===== src/rtl/mc_ctrl_pkg.sv =====
// mc_ctrl_pkg: state, opcode and datapath-select encodings for the multi-cycle controller
package mc_ctrl_pkg;
  localparam logic [3:0] IDLE      = 4'd0;
  localparam logic [3:0] FETCH     = 4'd1;
  localparam logic [3:0] DECODE    = 4'd2;
  localparam logic [3:0] MEM_ADDR  = 4'd3;
  localparam logic [3:0] MEM_READ  = 4'd4;
  localparam logic [3:0] MEM_WB    = 4'd5;
  localparam logic [3:0] MEM_WRITE = 4'd6;
  localparam logic [3:0] EXECUTE   = 4'd7;
  localparam logic [3:0] R_WB      = 4'd8;
  localparam logic [3:0] BRANCH    = 4'd9;
  localparam logic [3:0] ADDI_EXEC = 4'd10;
  localparam logic [3:0] ADDI_WB   = 4'd11;
  localparam logic [3:0] JUMP      = 4'd12;

  localparam logic [5:0] OP_RTYPE = 6'b000000;
  localparam logic [5:0] OP_LW    = 6'b100011;
  localparam logic [5:0] OP_SW    = 6'b101011;
  localparam logic [5:0] OP_BEQ   = 6'b000100;
  localparam logic [5:0] OP_ADDI  = 6'b001000;
  localparam logic [5:0] OP_J     = 6'b000010;

  localparam logic [1:0] ALUOP_FUNCT = 2'b00;
  localparam logic [1:0] ALUOP_SUB   = 2'b01;
  localparam logic [1:0] ALUOP_ADD   = 2'b10;

  localparam logic [1:0] SRCB_B     = 2'b00;
  localparam logic [1:0] SRCB_FOUR  = 2'b01;
  localparam logic [1:0] SRCB_IMM   = 2'b10;
  localparam logic [1:0] SRCB_IMMSH = 2'b11;

  localparam logic [1:0] PCSRC_ALU    = 2'b00;
  localparam logic [1:0] PCSRC_ALUOUT = 2'b01;
  localparam logic [1:0] PCSRC_JUMP   = 2'b10;

  typedef struct packed {
    logic       pcWrite;
    logic       pcWriteCond;
    logic       iorD;
    logic       memRead;
    logic       memWrite;
    logic       memtoReg;
    logic       irWrite;
    logic       regWrite;
    logic       regDst;
    logic       aluSrcA;
    logic [1:0] aluOp;
    logic [1:0] aluSrcB;
    logic [1:0] pcSource;
    logic       instrDone;
  } ctrlWord_t;

  localparam int CTRL_W = $bits(ctrlWord_t);

  function automatic logic isSupported(input logic [5:0] op);
    return op inside {OP_RTYPE, OP_LW, OP_SW, OP_BEQ, OP_ADDI, OP_J};
  endfunction
endpackage


===== src/rtl/mc_output_decode.sv =====
// mc_output_decode: Moore control word per state, with memory-ready gating on stall states
module mc_output_decode
  import mc_ctrl_pkg::*;
(
  input  logic [3:0]        state,
  input  logic              memReady,
  output logic [CTRL_W-1:0] ctrlWord
);
  ctrlWord_t c;
  // control word for the current state; unlisted signals stay 0
  always_comb begin
    c = '0;
    case (state)
      FETCH: begin
        c.memRead = 1'b1;
        c.aluSrcB = SRCB_FOUR;
        c.aluOp = ALUOP_ADD;
        c.pcSource = PCSRC_ALU;
        c.irWrite = memReady;
        c.pcWrite = memReady;
      end
      DECODE: begin
        c.aluSrcB = SRCB_IMMSH;
        c.aluOp = ALUOP_ADD;
      end
      MEM_ADDR, ADDI_EXEC: begin
        c.aluSrcA = 1'b1;
        c.aluSrcB = SRCB_IMM;
        c.aluOp = ALUOP_ADD;
      end
      MEM_READ: begin
        c.memRead = 1'b1;
        c.iorD = 1'b1;
      end
      MEM_WB: begin
        c.regWrite = 1'b1;
        c.memtoReg = 1'b1;
        c.instrDone = 1'b1;
      end
      MEM_WRITE: begin
        c.memWrite = 1'b1;
        c.iorD = 1'b1;
        c.instrDone = memReady;
      end
      EXECUTE: begin
        c.aluSrcA = 1'b1;
        c.aluSrcB = SRCB_B;
        c.aluOp = ALUOP_FUNCT;
      end
      R_WB: begin
        c.regWrite = 1'b1;
        c.regDst = 1'b1;
        c.instrDone = 1'b1;
      end
      BRANCH: begin
        c.aluSrcA = 1'b1;
        c.aluSrcB = SRCB_B;
        c.aluOp = ALUOP_SUB;
        c.pcWriteCond = 1'b1;
        c.pcSource = PCSRC_ALUOUT;
        c.instrDone = 1'b1;
      end
      ADDI_WB: begin
        c.regWrite = 1'b1;
        c.instrDone = 1'b1;
      end
      JUMP: begin
        c.pcWrite = 1'b1;
        c.pcSource = PCSRC_JUMP;
        c.instrDone = 1'b1;
      end
      default: ;
    endcase
  end
  assign ctrlWord = c;
endmodule


===== src/rtl/multicycle_control.sv =====
// multicycle_control: multi-cycle MIPS sequencer with shared-memory ready stalls
module multicycle_control
  import mc_ctrl_pkg::*;
(
  input  logic       clk,
  input  logic       reset,
  input  logic [5:0] opcode,
  input  logic       mem_ready,
  output logic       PCWrite,
  output logic       PCWriteCond,
  output logic       IorD,
  output logic       MemRead,
  output logic       MemWrite,
  output logic       MemtoReg,
  output logic       IRWrite,
  output logic       RegWrite,
  output logic       RegDst,
  output logic       ALUSrcA,
  output logic [1:0] ALUOp,
  output logic [1:0] ALUSrcB,
  output logic [1:0] PCSource,
  output logic       instr_done,
  output logic       illegal_op,
  output logic [3:0] state
);
  logic [3:0] nextState;
  ctrlWord_t ctrl;
  // next state; unused encodings and all writeback-type states fall back to FETCH
  always_comb begin
    nextState = FETCH;
    case (state)
      IDLE:      nextState = FETCH;
      FETCH:     nextState = mem_ready ? DECODE : FETCH;
      DECODE:    nextState = opcode == OP_RTYPE ? EXECUTE :
                             (opcode == OP_LW || opcode == OP_SW) ? MEM_ADDR :
                             opcode == OP_BEQ ? BRANCH :
                             opcode == OP_ADDI ? ADDI_EXEC :
                             opcode == OP_J ? JUMP : FETCH;
      MEM_ADDR:  nextState = opcode == OP_LW ? MEM_READ : MEM_WRITE;
      MEM_READ:  nextState = mem_ready ? MEM_WB : MEM_READ;
      MEM_WRITE: nextState = mem_ready ? FETCH : MEM_WRITE;
      EXECUTE:   nextState = R_WB;
      ADDI_EXEC: nextState = ADDI_WB;
      default:   nextState = FETCH;
    endcase
  end
  // state register with synchronous reset overriding any transition
  always_ff @(posedge clk)
    state <= reset ? IDLE : nextState;
  mc_output_decode u_decode (
    .state(state),
    .memReady(mem_ready),
    .ctrlWord(ctrl)
  );
  assign PCWrite = ctrl.pcWrite;
  assign PCWriteCond = ctrl.pcWriteCond;
  assign IorD = ctrl.iorD;
  assign MemRead = ctrl.memRead;
  assign MemWrite = ctrl.memWrite;
  assign MemtoReg = ctrl.memtoReg;
  assign IRWrite = ctrl.irWrite;
  assign RegWrite = ctrl.regWrite;
  assign RegDst = ctrl.regDst;
  assign ALUSrcA = ctrl.aluSrcA;
  assign ALUOp = ctrl.aluOp;
  assign ALUSrcB = ctrl.aluSrcB;
  assign PCSource = ctrl.pcSource;
  assign instr_done = ctrl.instrDone;
  assign illegal_op = state == DECODE && !isSupported(opcode);
endmodule


===== config.mk =====
export PLATFORM = sky130hd
export DESIGN_NAME = multicycle_control
export DESIGN_NICKNAME = d
export VERILOG_FILES = /design/src/rtl/mc_ctrl_pkg.sv /design/src/rtl/mc_output_decode.sv /design/src/rtl/multicycle_control.sv
export SDC_FILE = /design/constraint.sdc
export NUM_CORES = 1
export LEC_CHECK = 0
export CAP_MARGIN = 25
export CELL_PAD_IN_SITES_DETAIL_PLACEMENT = 1
export CELL_PAD_IN_SITES_GLOBAL_PLACEMENT = 1
export CORE_MARGIN = 10
export CORE_UTILIZATION = 23
export CTS_BUF_LIST = sky130_fd_sc_hd__clkbuf_8
export DETAILED_ROUTE_END_ITERATION = 6
export PLACE_DENSITY_LB_ADDON = 0.1
export REMOVE_ABC_BUFFERS = 1
export SYNTH_ARGS = -nofsm -noshare
export SYNTH_HDL_FRONTEND = slang
export SYNTH_SLANG_ARGS = --single-unit

===== constraint.sdc =====
create_clock -name clk -period 1.5 [get_ports clk]
set_clock_uncertainty 0.2 [all_clocks]
set_input_delay 0.45 -clock clk [delete_from_list [all_inputs] [get_ports clk]]
set_output_delay 0.45 -clock clk [all_outputs]
set_load 0.03 [all_outputs]

* After elaboration in Yosys (flattened, before gate mapping)
Index checks and enable logic that the tools add are counted.
** Storage, ports and cells
- RAM bits :: 0
- Bits in read-only memories :: 0
- Latch bits :: 0
- Output and inout bits :: 22
- Register bits after elaboration :: 4
- Memories :: 0
- Logic and storage cells :: 52
** Operators by class
- Bitwise operators :: 0
- Mux-type cells :: 23
- Magnitude comparators :: 0
- $mul :: 0
- Reductions and logical operators :: 11
- Shift operators :: 0
- Add/sub/neg operators :: 0
- Equality and inequality tests :: 17
- Divide/modulo/power cells :: 0
** Operator list (number)
- 4-bit case mux with 7 select lines :: 1
- 4-bit equality test (second input constant) :: 5
- 4-bit two-way mux :: 5
- 4-bit by 3-bit equality test with 1-bit output (second input constant) :: 4
- 4-bit case mux with 4 select lines :: 1
- 6-bit equality test (second input constant) :: 2
- 1-bit two-way mux :: 10
- 4-bit by 2-bit equality test with 1-bit output (second input constant) :: 2
- 6-bit by 2-bit equality test with 1-bit output (second input constant) :: 1
- 6-bit by 3-bit equality test with 1-bit output (second input constant) :: 1
- 6-bit by 4-bit equality test with 1-bit output (second input constant) :: 1
- 6-bit logical NOT :: 1
- 6-bit nonzero test :: 1
- 2-bit OR reduction :: 3
- 5-bit OR reduction :: 1
- 4-bit by 1-bit equality test with 1-bit output (second input constant) :: 1
- 2-bit two-way mux :: 2
- 1-bit case mux with 2 select lines :: 2
- 2-bit case mux with 2 select lines :: 1
- 4-bit OR reduction :: 1
- 3-bit two-way mux :: 1
- 3-bit OR reduction :: 1
- 1-bit logical AND :: 1
- 1-bit logical NOT :: 1
- 1-bit logical OR :: 1

* Longest topological paths before layout
- Word-level depth :: 7
- Mapped depth :: 6

* By module
Synthesis repeated with hierarchy kept, for this count alone.
** Second synthesis, totals
- Cell total of the unflattened synthesis :: 89
- Area, all modules :: 618.1 um^2
** Modules (own cells, without submodules)
- multicycle_control :: area each 405.4 um^2, cells each 52, sequential area each 80.1 um^2, times used 1
- mc_output_decode :: area each 212.7 um^2, cells each 37, sequential area each 0.0 um^2, times used 1

* Worst setup path before layout
OpenSTA, ideal clock, no wires.
- Path kind :: reg-to-output
- From :: register state[3]
- To :: output RegWrite
- Data required time :: 0.850 ns
- Setup slack :: -1.106 ns
- Stages on the path, launching flop included :: 6
- Arrival :: 1.956 ns
- Cells stage by stage :: dfxtp_1 -> buf_2 -> nand2b_1 -> buf_2 -> nor3_1 -> a21o_1
** On the way
- Longest elaborated chain between the ends :: 3
** RTL lines
- start, declared :: RTL line multicycle_control.sv:24 : output logic [3:0] state
- start signal, assigned :: RTL line multicycle_control.sv:49 : state <= reset ? IDLE : nextState;
- 4-bit equality test or 4-bit by 3-bit equality test with 1-bit output (tied branches) :: RTL line mc_output_decode.sv:13 : case (state)
- 3-bit OR reduction (no line) *
- 1-bit two-way mux * :: RTL line mc_output_decode.sv:13
- end, declared :: RTL line multicycle_control.sv:16 : output logic RegWrite,
Mark *: on every way between the ends. The rest lies on a longest branch, timed or not.

* Worst setup path after layout
- From :: register state[0]
- To :: output MemRead
** On the way
- Longest elaborated chain between the ends :: 3
** RTL lines
- 4-bit by 3-bit equality test with 1-bit output or 4-bit by 1-bit equality test with 1-bit output (tied branches) :: RTL line mc_output_decode.sv:13
- 2-bit OR reduction (no line) *
- 1-bit two-way mux * :: RTL line mc_output_decode.sv:13
- end, declared :: RTL line multicycle_control.sv:12 : output logic MemRead,
Marks and branches as above.

==> load_flow_metrics.sql <==
INSERT INTO impl_metrics (metric_group, metric, value, unit) VALUES
('global_route', 'grt_pass1_wl', '6.15', 'mm'),
('cells_and_area', 'final_core_utilization', '71.4', '%'),
('routing', 'routed_wl', '4.26', 'mm'),
('global_route', 'via_count_of_the_first_global_routing_pass', '1105', ''),
('setup_path', 'crit_chain', 'buf_12 -> xnor2_1 -> nor3_1 -> buf_4', ''),
('routing', 'drt-initial-drc-count', '34', ''),
('placed_design', 'portBuffers', '30', ''),
('synth', 'ys_seq_area_share', '14.3', '%'),
('cells_and_area', 'final_net_count', '166', ''),
('floorplanning', 'fp.coreArea', '2250', 'um^2'),
('timing', 'finalSetupViolations', '26', ''),
('synth', 'synth.distinct_cells', '36', ''),
('flow_run', 'total_of_max_cap_violations', '0', ''),
('power', 'leakagePower', '0.716', 'nW'),
('timing', 'maxSlewHeadroom', '78.8', '%'),
('placed_design', 'hpwlAfterDp', '2.10', 'mm'),
('timing', 'fin_crit_sh', '136', '%'),
('routing', 'vias', '963', ''),
('global_route', 'top_usage_layer', 'met2', ''),
('clocking', 'cts.clk_slew.worst_paths', '0.04', 'ns'),
('floorplanning', 'starting_utilization_of_the_core_area', '24.8', '%'),
('cells_and_area', 'layout.cells.most_common', 'buf_6', ''),
('synth', 'synth_async_sr_flop_share', '0', '%'),
('global_route', 'grt_max_degree', '10', ''),
('timing', 'maxClockFrequency', '490', 'MHz'),
('cells_and_area', 'layout.cells.most_common_list', 'buf_6 (40), buf_4 (30), nor2_4 (6)', ''),
('timing', 'grt_setup_unrepaired', 'true', ''),
('global_route', 'global_route.overflow_total', '0', ''),
('floorplanning', 'die_width', '69.3', 'um'),
('routing', 'remaining_drc_errors', '0', ''),
('cells_and_area', 'syn_to_final_growth', '189', '%'),
('cells_and_area', 'final-seq-area', '95.1', 'um^2'),
('routing', 'drt-wirelength-per-cell', '23.3', 'um'),
('setup_path', 'timing.setup.critical_path_class', 'register to output pin', ''),
('cells_and_area', 'drive_above_1_share', '78.1', '%'),
('setup_path', 'worst_path_max_delay_cell', 'dfxtp_4', ''),
('timing', 'hold_viol_final', '0', ''),
('synth', 'synth_enable_flop_cells', '0', ''),
('cells_and_area', 'number_of_flip_flops_under_the_largest_register_name', '4', ''),
('clocking', 'worstSkewPairLatency', '0.22', 'ns'),
('cells_and_area', 'antenna-diode-count', '0', ''),
('floorplanning', 'std_cell_rows', '17', ''),
('routing', 'ant_nets', '0', ''),
('timing', 'min_period', '2.04', 'ns'),
('setup_path', 'critPathLaunchType', 'register', ''),
('global_route', 'grt_use_total', '15.6', '%'),
('setup_path', 'end_kind', 'output pin', ''),
('power', 'power-per-cell-area', '409', 'nW/um^2'),
('clocking', 'tritoncts', 'built', ''),
('setup_path', 'crit_path_max_incr_delay', '0.37', 'ns'),
('cells_and_area', 'regMostFlops', 'state', ''),
('clocking', 'max-clock-path-buffers', '2', ''),
('cells_and_area', 'layout.filler_cells', '229', ''),
('setup_path', 'critical_path_arrival', '1.39', 'ns'),
('timing', 'final.setup.worst_slack', '-0.541', 'ns'),
('setup_path', 'crit_family', 'buffers and inverters', ''),
('synth', 'synth_warnings', '0', ''),
('timing', 'tightestPinTransition', '0.316', 'ns'),
('cells_and_area', 'multiInputGateArea', '646', 'um^2'),
('clocking', 'cts-root-buf', 'clkbuf_8', ''),
('power', 'power.ir.vdd_worst', '0.582', 'mV'),
('synth', 'syn-cell-area', '558', 'um^2'),
('floorplanning', 'dieArea', '4800', 'um^2'),
('clocking', 'holdBufCountCts', '0', ''),
('synth', 'ys_ff_latch', '4', ''),
('status', 'failed_checks', 'setup timing', ''),
('setup_path', 'worstPathMaxFanout', '8', ''),
('timing', 'timing.final.max_slew_violations', '0', ''),
('status', 'result_of_the_run', 'finished, violations left', ''),
('clocking', 'htree_levels', '1', ''),
('clocking', 'numClockSinks', '4', '');
## area by class of cell
class,count,share of cell area (%)
multi-input cells,65,40.1
flip-flops and latches,4,5.91
well taps,28,2.18
clock buffers,3,2.56
repair buffers,79,48.2
inverters,4,1.09
## worst paths after layout
| kind | depth (start not counted) | end | startpoint | slack [ns] |
|---|---|---|---|---|
| setup / recovery | 4 | MemRead | state[0] | -0.54 |
| hold / removal | 2 | state[0] | reset | 0.36 |
| setup reg to reg | 6 | state[2] | state[2] | -0.04 |
| hold reg to reg | 2 | state[3] | state[1] | 0.50 |
## stage by stage
| stage | total power, W | setup WS, ns | area [um^2] | cells |
|---|---|---|---|---|
| finish | 0.000659 | -0.541 | 1610 | 183 |
| global route | 0.000694 | -0.597 | 1610 | 183 |
| CTS | 0.000608 | -0.476 | 1480 | 183 |
| detailed placement | 0.000314 | -0.872 | 1030 | 163 |
| global placement | 0.000309 | -0.802 | 1030 | 163 |
| floorplan | 0.000203 | -1.10 | 509 | 73 |
## where the power goes
| part | internal [W] | total [W] | switching [W] |
|---|---|---|---|
| Clock | 0.000172 | 0.000242 | 0.0000697 |
| Sequential | 0.000105 | 0.000114 | 0.00000864 |
| Combinational | 0.000149 | 0.000303 | 0.000154 |
| Total | 0.000427 | 0.000659 | 0.000233 |
## cells in the mapped netlist, types with 3 or more instances
cell type | count | share of area [%]
inv_1 | 3 | 2.0
nand2b_1 | 4 | 4.5
nor2b_1 | 4 | 4.5
and3_1 | 3 | 3.4
o211ai_1 | 3 | 4.0
nor3_1 | 6 | 5.4
nand2_1 | 4 | 2.7
dfxtp_1 | 4 | 14
buf_2 | 6 | 5.4
o21ai_0 | 5 | 4.5
nor2_1 | 8 | 5.4
## per-layer routing
layer / part of all wire (%) / up-vias
met5: 0 / -
met4: 3.0 / 0
met3: 5.4 / 10
met2: 51 / 40
met1: 40 / 472
li1: - / 441
## logic make-up after synthesis
group	synth area share [%]
XOR/XNOR	3.14
buffers and inverters	11.4
multiplexers	3.59
AO/OA/AOI/OAI	28.5
AND/OR/NAND/NOR	39.0
flip-flops	14.4
## repair_timing
item / in CTS / in global routing
setup endpoints to repair: 26 / 26
setup buffers: 17 / 7
resized for setup: 103 / 48
pin swaps: 14 / 22
Power figures use the tool's default switching activity.
